[src/rtl/sreg_tx_pkg.sv]
// Shared definitions for the CPLD address shift-register link: default
// address width, FSM state encodings and the serial pin bundle.
package sreg_tx_pkg;

  localparam int DWIDTH_DEF = 21;
  localparam int CLKDIV_DEF = 2;

  localparam logic [2:0] ST_IDLE   = 3'd0;
  localparam logic [2:0] ST_SH_LO  = 3'd1;
  localparam logic [2:0] ST_SH_HI  = 3'd2;
  localparam logic [2:0] ST_INC_LO = 3'd3;
  localparam logic [2:0] ST_INC_HI = 3'd4;
  localparam logic [2:0] ST_FINISH = 3'd5;

  // Control pins driven towards the CPLD (data pin comes from the shadow).
  typedef struct packed {
    logic sclk;
    logic en_n;
    logic counter_n;
  } sreg_pins_t;

  localparam sreg_pins_t PINS_IDLE = '{sclk: 1'b0, en_n: 1'b1, counter_n: 1'b1};

endpackage

[src/rtl/sreg_tx_tick_gen.sv]
// Half-period timer: counts CLKDIV clk cycles and emits a one-cycle tick on
// the last one. Restart holds the count at zero; the count also wraps to
// zero by itself after each tick so consecutive states get equal length.
module sreg_tx_tick_gen #(
  parameter int CLKDIV = 2
) (
  input  logic clk,
  input  logic reset,
  input  logic restart,
  output logic tick
);

  localparam int TW = $clog2(CLKDIV + 1);
  localparam logic [TW-1:0] TERM = TW'(CLKDIV - 1);

  logic [TW-1:0] cnt_r;

  // Half-period counter, cleared on restart and after every tick.
  always_ff @(posedge clk) begin
    if (reset) begin
      cnt_r <= {TW{1'b0}};
    end else if (restart || (cnt_r == TERM)) begin
      cnt_r <= {TW{1'b0}};
    end else begin
      cnt_r <= cnt_r + TW'(1);
    end
  end

  assign tick = (cnt_r == TERM);

endmodule

[src/rtl/sreg_tx.sv]
// Host-side serializer for the CPLD address shift register. Shifts a latched
// address out MSB first (sreg_en_n low) or issues one increment strobe
// (sreg_en_n high, sreg_counter_n low). All pin outputs come from registers.
module sreg_tx
  import sreg_tx_pkg::*;
#(
  parameter int DWIDTH = DWIDTH_DEF,
  parameter int CLKDIV = CLKDIV_DEF
) (
  input  logic              clk,
  input  logic              reset,
  input  logic              load,
  input  logic [DWIDTH-1:0] addr,
  input  logic              incr,
  output logic              busy,
  output logic              done,
  output logic              sreg_clk,
  output logic              sreg_in,
  output logic              sreg_en_n,
  output logic              sreg_counter_n
);

  localparam int BW = (DWIDTH > 1) ? $clog2(DWIDTH) : 1;
  localparam logic [BW-1:0] BIT_LAST = BW'(DWIDTH - 1);

  logic [2:0]        state_r;
  logic [DWIDTH-1:0] shadow_r;
  logic [BW-1:0]     bitcnt_r;
  sreg_pins_t        pins_r;
  logic              busy_r;
  logic              done_r;
  logic              tick_s;
  logic              restart_s;

  // The timer only runs while a transfer is in progress.
  assign restart_s = (state_r == ST_IDLE);

  sreg_tx_tick_gen #(
    .CLKDIV (CLKDIV)
  ) u_tick (
    .clk     (clk),
    .reset   (reset),
    .restart (restart_s),
    .tick    (tick_s)
  );

  // Transfer FSM with shadow, bit counter and registered pin values.
  always_ff @(posedge clk) begin
    if (reset) begin
      state_r  <= ST_IDLE;
      shadow_r <= {DWIDTH{1'b0}};
      bitcnt_r <= {BW{1'b0}};
      pins_r   <= PINS_IDLE;
      busy_r   <= 1'b0;
      done_r   <= 1'b0;
    end else begin
      done_r <= 1'b0;
      case (state_r)
        ST_IDLE: begin
          // load has priority; a simultaneous incr is dropped, not queued
          if (load) begin
            shadow_r         <= addr;
            bitcnt_r         <= BIT_LAST;
            pins_r.sclk      <= 1'b0;
            pins_r.en_n      <= 1'b0;
            pins_r.counter_n <= 1'b1;
            busy_r           <= 1'b1;
            state_r          <= ST_SH_LO;
          end else if (incr) begin
            pins_r.sclk      <= 1'b0;
            pins_r.en_n      <= 1'b1;
            pins_r.counter_n <= 1'b0;
            busy_r           <= 1'b1;
            state_r          <= ST_INC_LO;
          end else begin
            state_r <= ST_IDLE;
          end
        end
        ST_SH_LO: begin
          if (tick_s) begin
            pins_r.sclk <= 1'b1;
            state_r     <= ST_SH_HI;
          end else begin
            state_r <= ST_SH_LO;
          end
        end
        ST_SH_HI: begin
          if (tick_s) begin
            pins_r.sclk <= 1'b0;
            // bitcnt is tested before decrementing, so it never wraps
            if (bitcnt_r == {BW{1'b0}}) begin
              state_r <= ST_FINISH;
            end else begin
              shadow_r <= {shadow_r[DWIDTH-2:0], 1'b0};
              bitcnt_r <= bitcnt_r - BW'(1);
              state_r  <= ST_SH_LO;
            end
          end else begin
            state_r <= ST_SH_HI;
          end
        end
        ST_INC_LO: begin
          if (tick_s) begin
            pins_r.sclk <= 1'b1;
            state_r     <= ST_INC_HI;
          end else begin
            state_r <= ST_INC_LO;
          end
        end
        ST_INC_HI: begin
          if (tick_s) begin
            pins_r.sclk <= 1'b0;
            state_r     <= ST_FINISH;
          end else begin
            state_r <= ST_INC_HI;
          end
        end
        ST_FINISH: begin
          // enables stay active one half-period after the last fall (hold)
          if (tick_s) begin
            pins_r   <= PINS_IDLE;
            shadow_r <= {DWIDTH{1'b0}};
            busy_r   <= 1'b0;
            done_r   <= 1'b1;
            state_r  <= ST_IDLE;
          end else begin
            state_r <= ST_FINISH;
          end
        end
        default: begin
          pins_r   <= PINS_IDLE;
          shadow_r <= {DWIDTH{1'b0}};
          busy_r   <= 1'b0;
          state_r  <= ST_IDLE;
        end
      endcase
    end
  end

  assign busy           = busy_r;
  assign done           = done_r;
  assign sreg_clk       = pins_r.sclk;
  assign sreg_in        = shadow_r[DWIDTH-1];
  assign sreg_en_n      = pins_r.en_n;
  assign sreg_counter_n = pins_r.counter_n;

endmodule

[config.mk]
export PLATFORM = sky130hd
export DESIGN_NAME = sreg_tx
export DESIGN_NICKNAME = d
export VERILOG_FILES = /design/src/rtl/sreg_tx_pkg.sv /design/src/rtl/sreg_tx_tick_gen.sv /design/src/rtl/sreg_tx.sv
export SDC_FILE = /design/constraint.sdc
export NUM_CORES = 1
export LEC_CHECK = 0
export CAP_MARGIN = 20
export CORE_UTILIZATION = 30
export DETAILED_ROUTE_END_ITERATION = 8
export PLACE_DENSITY = 0.59
export SLEW_MARGIN = 5
export SYNTH_ARGS = -nofsm -noshare
export SYNTH_HDL_FRONTEND = slang
export SYNTH_SLANG_ARGS = --single-unit
[constraint.sdc]
create_clock -name clk -period 2 [get_ports clk]
set_clock_uncertainty 0.15 [all_clocks]
set_input_delay 0.5 -clock clk [delete_from_list [all_inputs] [get_ports clk]]
set_output_delay 0.5 -clock clk [all_outputs]
set_load 0.1 [all_outputs]
==> impl_metrics.ini, run 1 <==
[run_status]
run_status = finished clean

[synthesis]
synth.largest_area_cell = sky130_fd_sc_hd__dfxtp_1
yosys_warnings = 0
post-synth-top-area-fraction_pct = 40.9
post_synth.cell_area_avg_um2 = 9.14
yosys_register_bits = 36
post_synth_num_cell_types = 44
synth_cells = 193
postSynthNetCount = 220
syn_area_um2 = 1760
synth_seq_area_share_pct = 40.9
synth_top_cells_by_area = sky130_fd_sc_hd__dfxtp_1 (41%), sky130_fd_sc_hd__a22oi_1 (8.5%), sky130_fd_sc_hd__nor3_1 (6.5%)

[worst_hold_path]
worst_hold_path_type = flop to flop
min_to = u_tick.cnt_r[0]
worst_hold_startpoint = u_tick.cnt_r[0]
hold_depth = 1

[final_layout]
fillCellCount = 544
instances_no_fill = 313
area_growth_syn_to_layout_pct = 45.7
area.sequential_um2 = 723
design_area_um2 = 2570
final_cell_mix = sky130_fd_sc_hd__dfxtp_1 (34), sky130_fd_sc_hd__clkdlybuf4s50_1 (24), sky130_fd_sc_hd__buf_4 (24)
nNetsFinal = 267
post-route-util_pct = 46.1
drive_gt1_share_pct = 27.4
insertedDiodeCount = 0
multi_input_area_um2 = 985
layout.cells.most_common = sky130_fd_sc_hd__dfxtp_1

[setup_path]
worstSetupStartpointType = flop
crit-reg2reg-launch = bitcnt_r[1]
worstSetupEndpointType = flop
critical_path_class = flop to flop
cp_data_arrival_time_ps = 1980
setup.reg_to_reg.worst_slack_ps = 60
worstRegToRegCells = 8
critical_path.reg2reg.endpoint = bitcnt_r[2]
critical_path.max_fanout = 5
crit_required_ps = 2040

[route]
wirelength_mm = 4.23
routed-wl-met3_um = 157
number_of_iterations_in_the_first_detailed_routing_pass = 4
met2_length_mm = 2.00
drc = 0
routed-via-count = 1663
routed_via_density = 5.31
topRoutingLayerUsed = met4
post_detailed_route_count_of_antenna_violating_nets = 0
wl_per_cell_um = 13.5
routed_met1_length_mm = 2.06
drt_iter0_drc = 138

[grt]
globalRouteOverflowTotal = 0
number_of_antenna_violations_at_the_first_check_in_global_routing = 0
grt_pass1_vias = 1425
grt_max_degree = 22
grt_util_all_layers_pct = 14.1
global_route_wire_length_before_repair_mm = 6.88

[power]
power.density_nw_per_um2 = 1210
leakage_nw = 0.924
largest_voltage_drop_on_the_vdd_net_uv = 475

[cts]
root_buffer = sky130_fd_sc_hd__clkbuf_8
clock_tree_from_tritoncts = done
clock_sinks = 36
cts-root-to-sink-buffers = 2
clock_tree.htree_level_count = 2
cts.reportedPaths.clkPinSlew_ps = 80
tritoncts.num_buffers = 5
clk_latency_ps = 290

[run]
max-cap-violations = 0

[timing]
crit_share_post_route_pct = 97.1
timing_worst_slew_pin_value_ps = 400
post-route-worst-setup-slack_ps = 58.1
finalSetupViolCount = 0
final.setup.tns_ps = 0
hold_viol = 0
period_needed_ps = 1940
timing.fmax_mhz = 515
final_max_slew_viol_count = 0
timing.max_slew.rel_slack_pct = 73.3

[floorplanning]
die_area_um2 = 6190
core_area_um2 = 5570
top_level_ports = 31
start_util_pct = 31.6
chipWidth_um = 78.7
std_cell_rows = 27
die-height_um = 78.7

[placement]
port_buffers = 30
gpl.final_weighted_congestion = 0.738
dp.final_hpwl_mm = 2.82
dp_worst_setup_slack_ps = -158
place_inst = 301
place_area_um2 = 2350
worst max-delay path by stage:
| stage | from | end | slack [ps] | cells past startpoint |
|---|---|---|---|---|
| 3_5_place_dp | bitcnt_r[0] | shadow_r[3] | -160 | 7 |
| 3_3_place_gp | load | sreg_clk | -130 | 5 |
| 4_1_cts | bitcnt_r[0] | bitcnt_r[2] | 40 | 8 |
| 6_report | bitcnt_r[1] | bitcnt_r[2] | 60 | 8 |
| 5_1_grt | bitcnt_r[0] | bitcnt_r[4] | -6 | 8 |
| 2_1_floorplan | bitcnt_r[0] | bitcnt_r[4] | 190 | 6 |
timing repair:
item	in CTS	in global routing
endpoints found under the setup margin	18	24
hold endpoints to repair	0	0
hold buffers	0	0
gates resized for setup	3	12
buffers inserted	0	4
pin swaps	2	4
cell type report:
class,count,area share (%)
clock buffer,5,2.68
clock inverter,3,1.65
multi-input combinational,132,38.3
tap,72,3.50
inverter,5,0.730
sequential,36,28.1
timing repair buffer,60,25.0
cells by family after synthesis:
logic type / count (synthesis) / share of synthesized area [%]
AO/OA/AOI/OAI: 69 / 31.2
adder cells (fa/ha/maj): 2 / 1.42
buffers and inverters: 25 / 6.74
flip-flops: 36 / 40.9
AND/OR/NAND/NOR: 61 / 19.8
Yosys cell counts, drive strengths merged:
library cell,n
o21a,2
nand3b,1
a32oi,1
nor4,4
or4,1
inv,5
and2,1
o31a,1
a221oi,2
o2bb2ai,1
o22ai,1
buf,14
nor3,24
nand3,2
a2111oi,1
nor3b,3
a211oi,20
or3b,1
or3,2
a2bb2oi,1
dfxtp,36
a41oi,2
and4,1
or4b,1
nand2,4
nor2b,1
ha,2
nor4b,1
o221a,1
o211ai,1
nand2b,2
a21oi,9
a22oi,20
o21ai,5
nor2,11
o21bai,1
nand4,1
clkbuf,6
flip-flops by register name, summed over array words and instances (netlist names):
register	cells
shadow_r	21
bitcnt_r	5
busy	1
sreg_counter_n	1
sreg_en_n	1
state_r	3
u_tick.cnt_r	2
done	1
sreg_clk	1
metrics by stage:
stage	hold slack, ps	power [mW]
finish	289	3.11
global placement	275	2.39
detailed placement	275	2.40
CTS	288	3.07
global route	308	3.29
floorplan	258	1.93
power by group:
group	total [mW]	internal, mW	leakage (nW)	switching (mW)
logic	1.45	0.678	0.573	0.772
registers	1.01	0.883	0.297	0.128
clock network	0.649	0.369	0.0541	0.280
per-layer routing:
metal  up-vias  global-route usage (%)
li1        838                       -
met1       786                    19.5
met2        37                    21.3
met3         2                    3.49
met4         0                    3.89
met5         -                       0
critical path, cell delays in order, from the launching register on:
cell and delay [ps]:
sky130_fd_sc_hd__dfxtp_2 320, sky130_fd_sc_hd__inv_2 60, sky130_fd_sc_hd__ha_4 130, sky130_fd_sc_hd__buf_6 90, sky130_fd_sc_hd__or4b_4 490, sky130_fd_sc_hd__a32oi_4 250
sky130_fd_sc_hd__buf_6 140, sky130_fd_sc_hd__a21oi_1 40, sky130_fd_sc_hd__o21a_1 160
No activity file was read; power rests on OpenSTA's default activity.
==> inputs of run 2 (changes only) <==
--- a/config.mk
+++ b/config.mk
@@ -6,6 +6,7 @@
 export NUM_CORES = 1
 export LEC_CHECK = 0
 export CAP_MARGIN = 20
+export CORE_MARGIN = 2
 export CORE_UTILIZATION = 30
 export DETAILED_ROUTE_END_ITERATION = 8
 export PLACE_DENSITY = 0.59
==> impl_metrics.ini, run 2 (synthesis results as in run 1) <==
[final_layout]
nNetsFinal = 260
design_area_um2 = 2480
instances_no_fill = 305
max_flop_register = shadow_r
largest_register_ffs = 21
area.sequential_um2 = 721
post-route-util_pct = 44.2
insertedDiodeCount = 0
layout.cells.most_common = sky130_fd_sc_hd__dfxtp_1
biggestRegsByFlops = shadow_r: 21 flops, bitcnt_r: 5 flops, state_r: 3 flops
area_growth_syn_to_layout_pct = 40.5
final_cell_mix = sky130_fd_sc_hd__dfxtp_1 (36), sky130_fd_sc_hd__clkdlybuf4s50_1 (24), sky130_fd_sc_hd__nor3_1 (22)
fillCellCount = 582
multi_input_area_um2 = 951
drive_gt1_share_pct = 22.7

[route]
wl_per_cell_um = 13.8
wirelength_mm = 4.20
routed-via-count = 1646
number_of_iterations_in_the_first_detailed_routing_pass = 4
routed_via_density = 5.40
drc = 0
drt_iter0_drc = 188
post_detailed_route_count_of_antenna_violating_nets = 0

[timing]
final.setup.tns_ps = 0
timing.fmax_mhz = 515
crit_share_post_route_pct = 97.1
finalSetupViolCount = 0
hold_viol = 0
final_max_slew_viol_count = 0
timing.max_slew.rel_slack_pct = 67.6
timing_worst_slew_pin_value_ps = 486
period_needed_ps = 1940

[grt]
grt_max_degree = 29
grtUsageMet3_pct = 3.48
grt_util_all_layers_pct = 13.7
grt.met2_usage_pct = 22.5
grt.met1_usage_pct = 17.7
global_route.peak_usage_layer = met2
globalRouteOverflowTotal = 0
global_route_wire_length_before_repair_mm = 7.20
grt_pass1_vias = 1600
number_of_antenna_violations_at_the_first_check_in_global_routing = 0

[power]
post-layout-total-power_mw = 2.94
largest_voltage_drop_on_the_vdd_net_uv = 434
power.density_nw_per_um2 = 1190
leakage_nw = 0.866

[run]
max-cap-violations = 0

[cts]
cts-root-to-sink-buffers = 2
clock_sinks = 36
clock_tree_from_tritoncts = done
root_buffer = sky130_fd_sc_hd__clkbuf_8
clock_tree.htree_level_count = 2
postCtsHoldBufs = 0
cts.reportedPaths.clkPinSlew_ps = 70
clk_latency_ps = 280
tritoncts.num_buffers = 5
number_of_setup_buffers_added_after_cts = 0

[setup_path]
worstSetupStartpointType = flop
worstSetupEndpointType = flop
timing.critical_path.slowest_stage_cell = sky130_fd_sc_hd__or4b_4
critical_path_buf_inv_count = 2
critical_path.max_fanout = 5
worstPathCellList = inv_1 > ha_2 > or4b_4 > a32oi_4 > buf_6 > nor2_1 > o21a_1
crit_required_ps = 2030
critPathMaxStageDelay_ps = 500
crit-reg2reg-launch = bitcnt_r[0]
worst_path_top_cell_family_by_delay = simple AND/OR/NAND/NOR gates
cp_data_arrival_time_ps = 1970
critical_path_class = flop to flop
cp_launch_point = bitcnt_r[0]

[placement]
gpl.final_weighted_congestion = 0.760
port_buffers = 30
place_area_um2 = 2350
dp.final_hpwl_mm = 2.71
place_inst = 297

[floorplanning]
std_cell_rows = 27
start_util_pct = 31.5
chipWidth_um = 80.7
die-height_um = 80.7
top_level_ports = 31
core_area_um2 = 5610
die_area_um2 = 6510

[worst_hold_path]
worst_hold_startpoint = u_tick.cnt_r[0]
worst_hold_path_type = flop to flop

[run_status]
run_status = finished clean
[run 2: cell count changes in the layout (fill, tap and decap cells not counted), sizes merged]
cell and change:
clkbuf +1, buf -8, bufinv -1
[run 2: area by class of cell]
cell class,instances,share of cell area (%)
clock buffers,5,2.78
clock inverters,2,0.505
inverters,5,0.757
multi-input cells,132,38.4
flip-flops and latches,36,29.1
well taps,72,3.63
repair buffers,53,24.9
[run 2: final timing paths]
kind | endpoint | cells past startpoint | slack (ps)
max reg2reg | bitcnt_r[4] | 7 | 60
min reg2reg | u_tick.cnt_r[0] | 1 | 280
min | u_tick.cnt_r[0] | 1 | 280
max | bitcnt_r[4] | 7 | 60
[run 2: per-stage QoR]
| stage | hold WS [ps] | worst slack, ps |
|---|---|---|
| after floorplan | 258 | 187 |
| after global placement | 266 | -22.8 |
| after detailed placement | 277 | -47.2 |
| after CTS | 287 | 64.0 |
| after global routing | 310 | -22.9 |
| final | 283 | 57.8 |
[run 2: report_power, final]
group          internal (mW)  switching (mW)
combinational          0.683           0.748
clock                  0.236           0.256
sequential             0.883           0.136
total                   1.80            1.14
[run 2: what timing repair did]
item,CTS,global route
gates resized for setup,0,6
endpoints found under the hold margin,0,0
setup endpoints to repair,0,15
[run 2: routing by layer]
| layer | share of wire (%) | wire [µm] | up-vias |
|---|---|---|---|
| met2 | 46 | 1930 | 36 |
| met1 | 49 | 2050 | 783 |
| li1 | - | - | 821 |
| met3 | 4.1 | 171 | 6 |
| met5 | 0 | 0 | - |
| met4 | 1.0 | 42 | 0 |
==> inputs of run 3 (changes only) <==
--- a/config.mk
+++ b/config.mk
@@ -5,7 +5,6 @@
 export SDC_FILE = /design/constraint.sdc
 export NUM_CORES = 1
 export LEC_CHECK = 0
-export CAP_MARGIN = 20
 export CORE_MARGIN = 2
 export CORE_UTILIZATION = 30
 export DETAILED_ROUTE_END_ITERATION = 8
==> results of run 3 <==
No change in the layout: final DEF, timing and power equal those of run 2.
